### src/rtl/wash_event_gen.sv
// Event generator feeding the washer control FSM: start debounce, fill detection, phase timing, fault.
// Optional build macro WASH_PAUSE_EN adds a pause input that freezes counters and event outputs.

module wash_event_gen #(
  parameter int unsigned DEBOUNCE_CYCLES = 16,
  parameter int unsigned FULL_LEVEL      = 200,
  parameter int unsigned SHAKE_CYCLES    = 1000,
  parameter int unsigned TURN_CYCLES     = 500,
  parameter int unsigned FILL_TIMEOUT    = 4000,
  parameter int unsigned CNT_W           = 16
) (
  input  logic       clock,
  input  logic       reset_n,
  input  logic       start_btn,
  input  logic [7:0] level,
  input  logic       level_valid,
  input  logic       valve,
  input  logic       shake_mode,
  input  logic       turn_mode,
`ifdef WASH_PAUSE_EN
  input  logic       pause,
`endif
  output logic       start,
  output logic       full,
  output logic       Time,
  output logic       dry,
  output logic       fault
);

  localparam int unsigned     DebW      = $clog2(DEBOUNCE_CYCLES + 1);
  localparam logic [DebW-1:0] DebMax    = DebW'(DEBOUNCE_CYCLES);
  localparam logic [CNT_W-1:0] CntMax    = '1;
  localparam logic [CNT_W-1:0] ShakeLast = CNT_W'(SHAKE_CYCLES - 1);
  localparam logic [CNT_W-1:0] TurnLast  = CNT_W'(TURN_CYCLES - 1);
  localparam logic [CNT_W-1:0] FillLimit = CNT_W'(FILL_TIMEOUT);

  typedef enum logic [2:0] {StIdle, StFill, StShake, StTurn, StFault} phase_e;

  phase_e            phase_q, phase_d;
  logic              sync1_q, sync2_q;
  logic [DebW-1:0]   deb_q, deb_d;
  logic [CNT_W-1:0]  cnt_q, cnt_d, cnt_inc;
  logic              hit_q, hit_d;
  logic              start_q, start_d;
  logic              full_q, full_d;
  logic              time_q, time_d;
  logic              dry_q, dry_d;
  logic              fault_q;
  logic              multi, level_ok, stay, hold;
  logic              paused;

`ifdef WASH_PAUSE_EN
  assign paused = pause;
`else
  assign paused = 1'b0;
`endif

  always_comb begin
    multi    = (valve & shake_mode) | (valve & turn_mode) | (shake_mode & turn_mode);
    cnt_inc  = (cnt_q == CntMax) ? cnt_q : cnt_q + 1'b1;
    level_ok = ({24'd0, level} >= FULL_LEVEL);

    phase_d = StIdle;
    if (phase_q == StFault || multi) phase_d = StFault;
    else if (valve)                  phase_d = StFill;
    else if (shake_mode)             phase_d = StShake;
    else if (turn_mode)              phase_d = StTurn;

    // Timeout is judged on the count this edge would produce.
    if (phase_q == StFill && phase_d == StFill && !paused && !full_q && cnt_inc == FillLimit) begin
      phase_d = StFault;
    end

    stay = (phase_d == phase_q);
    hold = stay & paused;

    cnt_d = '0;
    if (stay) begin
      if (paused || phase_q == StIdle || phase_q == StFault) cnt_d = cnt_q;
      else                                                   cnt_d = cnt_inc;
    end

    // hit_q remembers that the previous valid sample was already at or above the threshold.
    hit_d  = 1'b0;
    full_d = 1'b0;
    if (phase_d == StFill) begin
      hit_d  = hit_q;
      full_d = full_q;
      if (!hold && level_valid) begin
        hit_d  = level_ok;
        full_d = full_q | (hit_q & level_ok);
      end
    end

    time_d = 1'b0;
    if (stay && phase_q == StShake) begin
      time_d = hold ? time_q : (time_q | (cnt_d == ShakeLast));
    end

    dry_d = 1'b0;
    if (stay && phase_q == StTurn) begin
      dry_d = hold ? dry_q : (dry_q | (cnt_d == TurnLast));
    end

    // Counter parks at DebMax until the button is released, so one press gives one pulse.
    if (!sync2_q)                        deb_d = '0;
    else if (paused || deb_q == DebMax)  deb_d = deb_q;
    else                                 deb_d = deb_q + 1'b1;

    start_d = sync2_q & ~paused & (deb_q == DebMax - 1'b1) & ~valve & ~shake_mode & ~turn_mode &
              (phase_q != StFault);
  end

  always_ff @(posedge clock or negedge reset_n) begin
    if (!reset_n) begin
      phase_q <= StIdle;
      sync1_q <= 1'b0;
      sync2_q <= 1'b0;
      deb_q   <= '0;
      cnt_q   <= '0;
      hit_q   <= 1'b0;
      start_q <= 1'b0;
      full_q  <= 1'b0;
      time_q  <= 1'b0;
      dry_q   <= 1'b0;
      fault_q <= 1'b0;
    end else begin
      phase_q <= phase_d;
      sync1_q <= start_btn;
      sync2_q <= sync1_q;
      deb_q   <= deb_d;
      cnt_q   <= cnt_d;
      hit_q   <= hit_d;
      start_q <= start_d;
      full_q  <= full_d;
      time_q  <= time_d;
      dry_q   <= dry_d;
      fault_q <= (phase_d == StFault);
    end
  end

  assign start = start_q;
  assign full  = full_q;
  assign Time  = time_q;
  assign dry   = dry_q;
  assign fault = fault_q;

endmodule
### config.mk
export PLATFORM = sky130hd
export DESIGN_NAME = wash_event_gen
export DESIGN_NICKNAME = d
export VERILOG_FILES = /design/src/rtl/wash_event_gen.sv
export SDC_FILE = /design/constraint.sdc
export NUM_CORES = 1
export LEC_CHECK = 0
export BUFFER_PORTS_ARGS = -buffer_cell sky130_fd_sc_hd__buf_2
export CORE_MARGIN = 5
export CORE_UTILIZATION = 50
export CTS_BUF_LIST = sky130_fd_sc_hd__clkbuf_2 sky130_fd_sc_hd__clkbuf_4 sky130_fd_sc_hd__clkbuf_8
export CTS_CLUSTER_DIAMETER = 40
export DETAILED_ROUTE_END_ITERATION = 12
export PLACE_DENSITY_LB_ADDON = 0.12
export SLEW_MARGIN = 15
export SYNTH_ARGS = -nofsm -noshare
export SYNTH_HDL_FRONTEND = slang
export SYNTH_SLANG_ARGS = --single-unit
export TNS_END_PERCENT = 10
### constraint.sdc
create_clock -name clock -period 2.3 [get_ports clock]
set_input_delay 0.345 -clock clock [delete_from_list [all_inputs] [get_ports clock]]
set_output_delay 0.345 -clock clock [all_outputs]
set_load 0.02 [all_outputs]
==> metrics.yaml <==
drt:
  num_vias: 2039
  vias_per_cell: 5.83
  wl_per_cell_um: 16.2
  totalWireLength_um: 5670
  drt_iter0_drc: 143
  drc: 0
  ant_nets: 0
  dr.pass1.iters: 4
layout:
  num_antenna_cells: 0
  layout_commonest_cell: "buf_4"
  reg_top3: "cnt_q: 16 flops, deb_q: 5 flops, phase_q: 3 flops"
  largest_register_ff_count: 16
  nFillCells: 323
  mostFrequentLayoutCells: "buf_4, dfrtp_1, nor2_1"
  nNetsFinal: 318
  largest-register: "cnt_q"
  drive_gt1_frac: 0.387
  synthToLayoutAreaGrowth_pct: 33.6
worst_setup_path:
  critical_path.max_stage_delay_ns: 0.39
  cp-end-kind: "register"
  cp_top_family: "simple AND/OR/NAND/NOR gates"
  cp.required_ns: 2.48
  cp.arrival_ns: 2.55
  cp_cell_sequence: "buf_4, and4_2, nand2_1, o41ai_2, o221ai_2, nor4_4, buf_4, or4_1, a21bo_2"
  critPathSlowestCell: "dfrtp_1"
  crit_top_cell: "buf_4"
  critPathKind: "reg -> reg"
  cp_max_fo: 8
  cp.buffers_inverters: 2
  startpoint_type: "register"
cts:
  cts_buffer_depth: 2
  clk-insertion-delay-late_ns: 0.29
  cts_htree_levels: 2
  path_clk_slew_ns: 0.07
  cts_made_buffers: 5
  cts_sinks: 32
  cts-root-buf: "clkbuf_8"
  cts_tree: "built"
floorplanning:
  die_w_um: 75.4
  io_pins: 20
  rows: 23
  die-area_mm2: 0.00568
  start_util: 0.523
  coreArea_mm2: 0.00409
  die_y_um: 75.4
sta:
  rsz0062_at_grt: "yes"
  setup_ws_ns: -0.0700
  fmax_ghz: 0.422
  setup_violations: 16
  slew_viol_final: 0
  tightestPinTransition_ns: 0.733
  slew_headroom: 0.511
  finalSetupTns_ns: -0.546
  hold_viol_final: 0
  finalCritPeriodShare: 1.03
  fin_skew_ns: 0.00554
  finalCriticalPeriod_ns: 2.37
global_route:
  grt_max_degree: 33
  grtUsageTotal: 0.215
  grt_pass1_vias: 2007
  grt_pass1_wl_um: 9160
  grt_overflow_total: 0
  antenna_found_initial: 0
power_and_ir_drop:
  power_w: 0.00162
  combPwrFrac: 0.279
  p_int_w: 0.00113
  ir_drop_v: 0.000413
  p_switching_w: 0.000486
  p_leak_nw: 1.27
  p_seq_frac: 0.385
  switching_share: 0.301
  powerDensity_mw_per_mm2: 565
  p_clk_frac: 0.337
synthesis:
  synth_area_per_cell_um2: 9.22
  async_flop_share: 1.00
  syn_inst: 232
  ys_seq_area_frac: 0.374
  ys.flop_type: "dfrtp_1"
  syn-num-nets: 251
  synth_edf_count: 0
  ys_ff_latch: 32
  netlist_area_mm2: 0.00214
  yosys_warnings: 0
  synth_cell_types: 57
placed_design:
  numPortBuffers: 16
  hpwl_um: 3960
  place.gp.congestion: 0.867
run_status:
  status: "complete, but fails checks"
  violations: "negative setup slack"
min_path:
  hp-class: "in -> async"
job:
  maxCapViolCount: 0
==> synthesized netlist by cell type (all sizes together) (3+ instances only) <==
cell,n,share of area
nand4,6,0.032
a21oi,11,0.026
nor3b,3,0.011
nor2,27,0.049
nor4,9,0.036
ha,4,0.023
or2,3,0.0088
buf,7,0.030
nand3,9,0.023
nand2,17,0.030
a21boi,3,0.011
or4,3,0.011
nor2b,4,0.012
xnor2,9,0.037
o21ai,9,0.021
and3,3,0.0088
inv,7,0.012
mux2i,4,0.019
xor2,6,0.025
clkbuf,7,0.023
dfrtp,32,0.37
nor3,15,0.037
a211oi,3,0.011
==> cell families after synthesis <==
| kind of cell | synth area share |
|---|---|
| muxes | 0.0187 |
| xor gates and xnor gates | 0.0614 |
| AOI/OAI and AO/OA | 0.135 |
| DFF | 0.374 |
| and+or+nand+nor | 0.322 |
| adders and majority gates | 0.0234 |
| buffers and inverters | 0.0655 |
==> what timing repair did <==
item / 4_1_cts / 5_1_grt
resized for setup: 10 / 14
gates cloned: 1 / 0
pin swaps: 6 / 4
setup endpoints to repair: 21 / 22
setup buffers: 2 / 5
hold buffers: 0 / 0
==> power by group through the flow <==
| stage | clock network (W) | logic (W) | registers [W] |
|---|---|---|---|
| 6_report | 0.000544 | 0.000450 | 0.000621 |
| 5_1_grt | 0.000580 | 0.000485 | 0.000625 |
| 4_1_cts | 0.000557 | 0.000435 | 0.000621 |
| 3_5_place_dp | 0 | 0.000420 | 0.000631 |
| 3_3_place_gp | 0 | 0.000410 | 0.000631 |
| 2_1_floorplan | 0 | 0.000241 | 0.000644 |
==> per-layer routing <==
metal | wire length [um] | GRT usage
met5 | 0 | 0
met4 | 121 | 0.0816
met3 | 281 | 0.0462
met2 | 2720 | 0.347
met1 | 2550 | 0.283
==> final cells by class <==
class / instances / area [um2] / area share
multi-input combinational: 180 / 1330 / 0.466
sequential: 32 / 802 / 0.281
clock inverter: 2 / 35.0 / 0.0123
tap: 50 / 62.6 / 0.0219
timing repair buffer: 73 / 523 / 0.183
clock buffer: 6 / 76.3 / 0.0267
inverter: 7 / 26.3 / 0.00919
==> worst register-to-register path: stages (launching register included) <==
cell and delay [ns]:
dfrtp_1 0.39, buf_4 0.19, and4_2 0.28, nand2_1 0.11
o41ai_2 0.32, o221ai_2 0.18, nor4_4 0.32, buf_4 0.17
or4_1 0.09, a21bo_2 0.21
==> path summary, 6_finish.rpt <==
check                           from  depth (start not counted)  slack (ns)        to
min in group clock         start_btn                          1        0.17   sync1_q
min                          reset_n                          1        0.11  deb_q[0]
max                         cnt_q[0]                          9       -0.07  cnt_q[2]
min reg2reg                  sync1_q                          0        0.36   sync2_q
max reg2reg                 cnt_q[0]                          9       -0.07  cnt_q[2]
max in group asynchronous    reset_n                          1        1.67  cnt_q[2]
==> stage by stage <==
step	utilization	cell area [um2]	hold WS [ns]	instances	worst slack, ns
floorplan	-	2160	0.0494	232	0.0121
global placement	0.628	2570	0.332	334	-0.0940
detailed placement	0.628	2570	0.354	334	-0.129
CTS	0.672	2750	0.139	345	-0.0200
global route	0.699	2860	0.154	350	-0.210
finish	0.699	2860	0.112	350	-0.0700
Power figures use the tool's default switching activity.
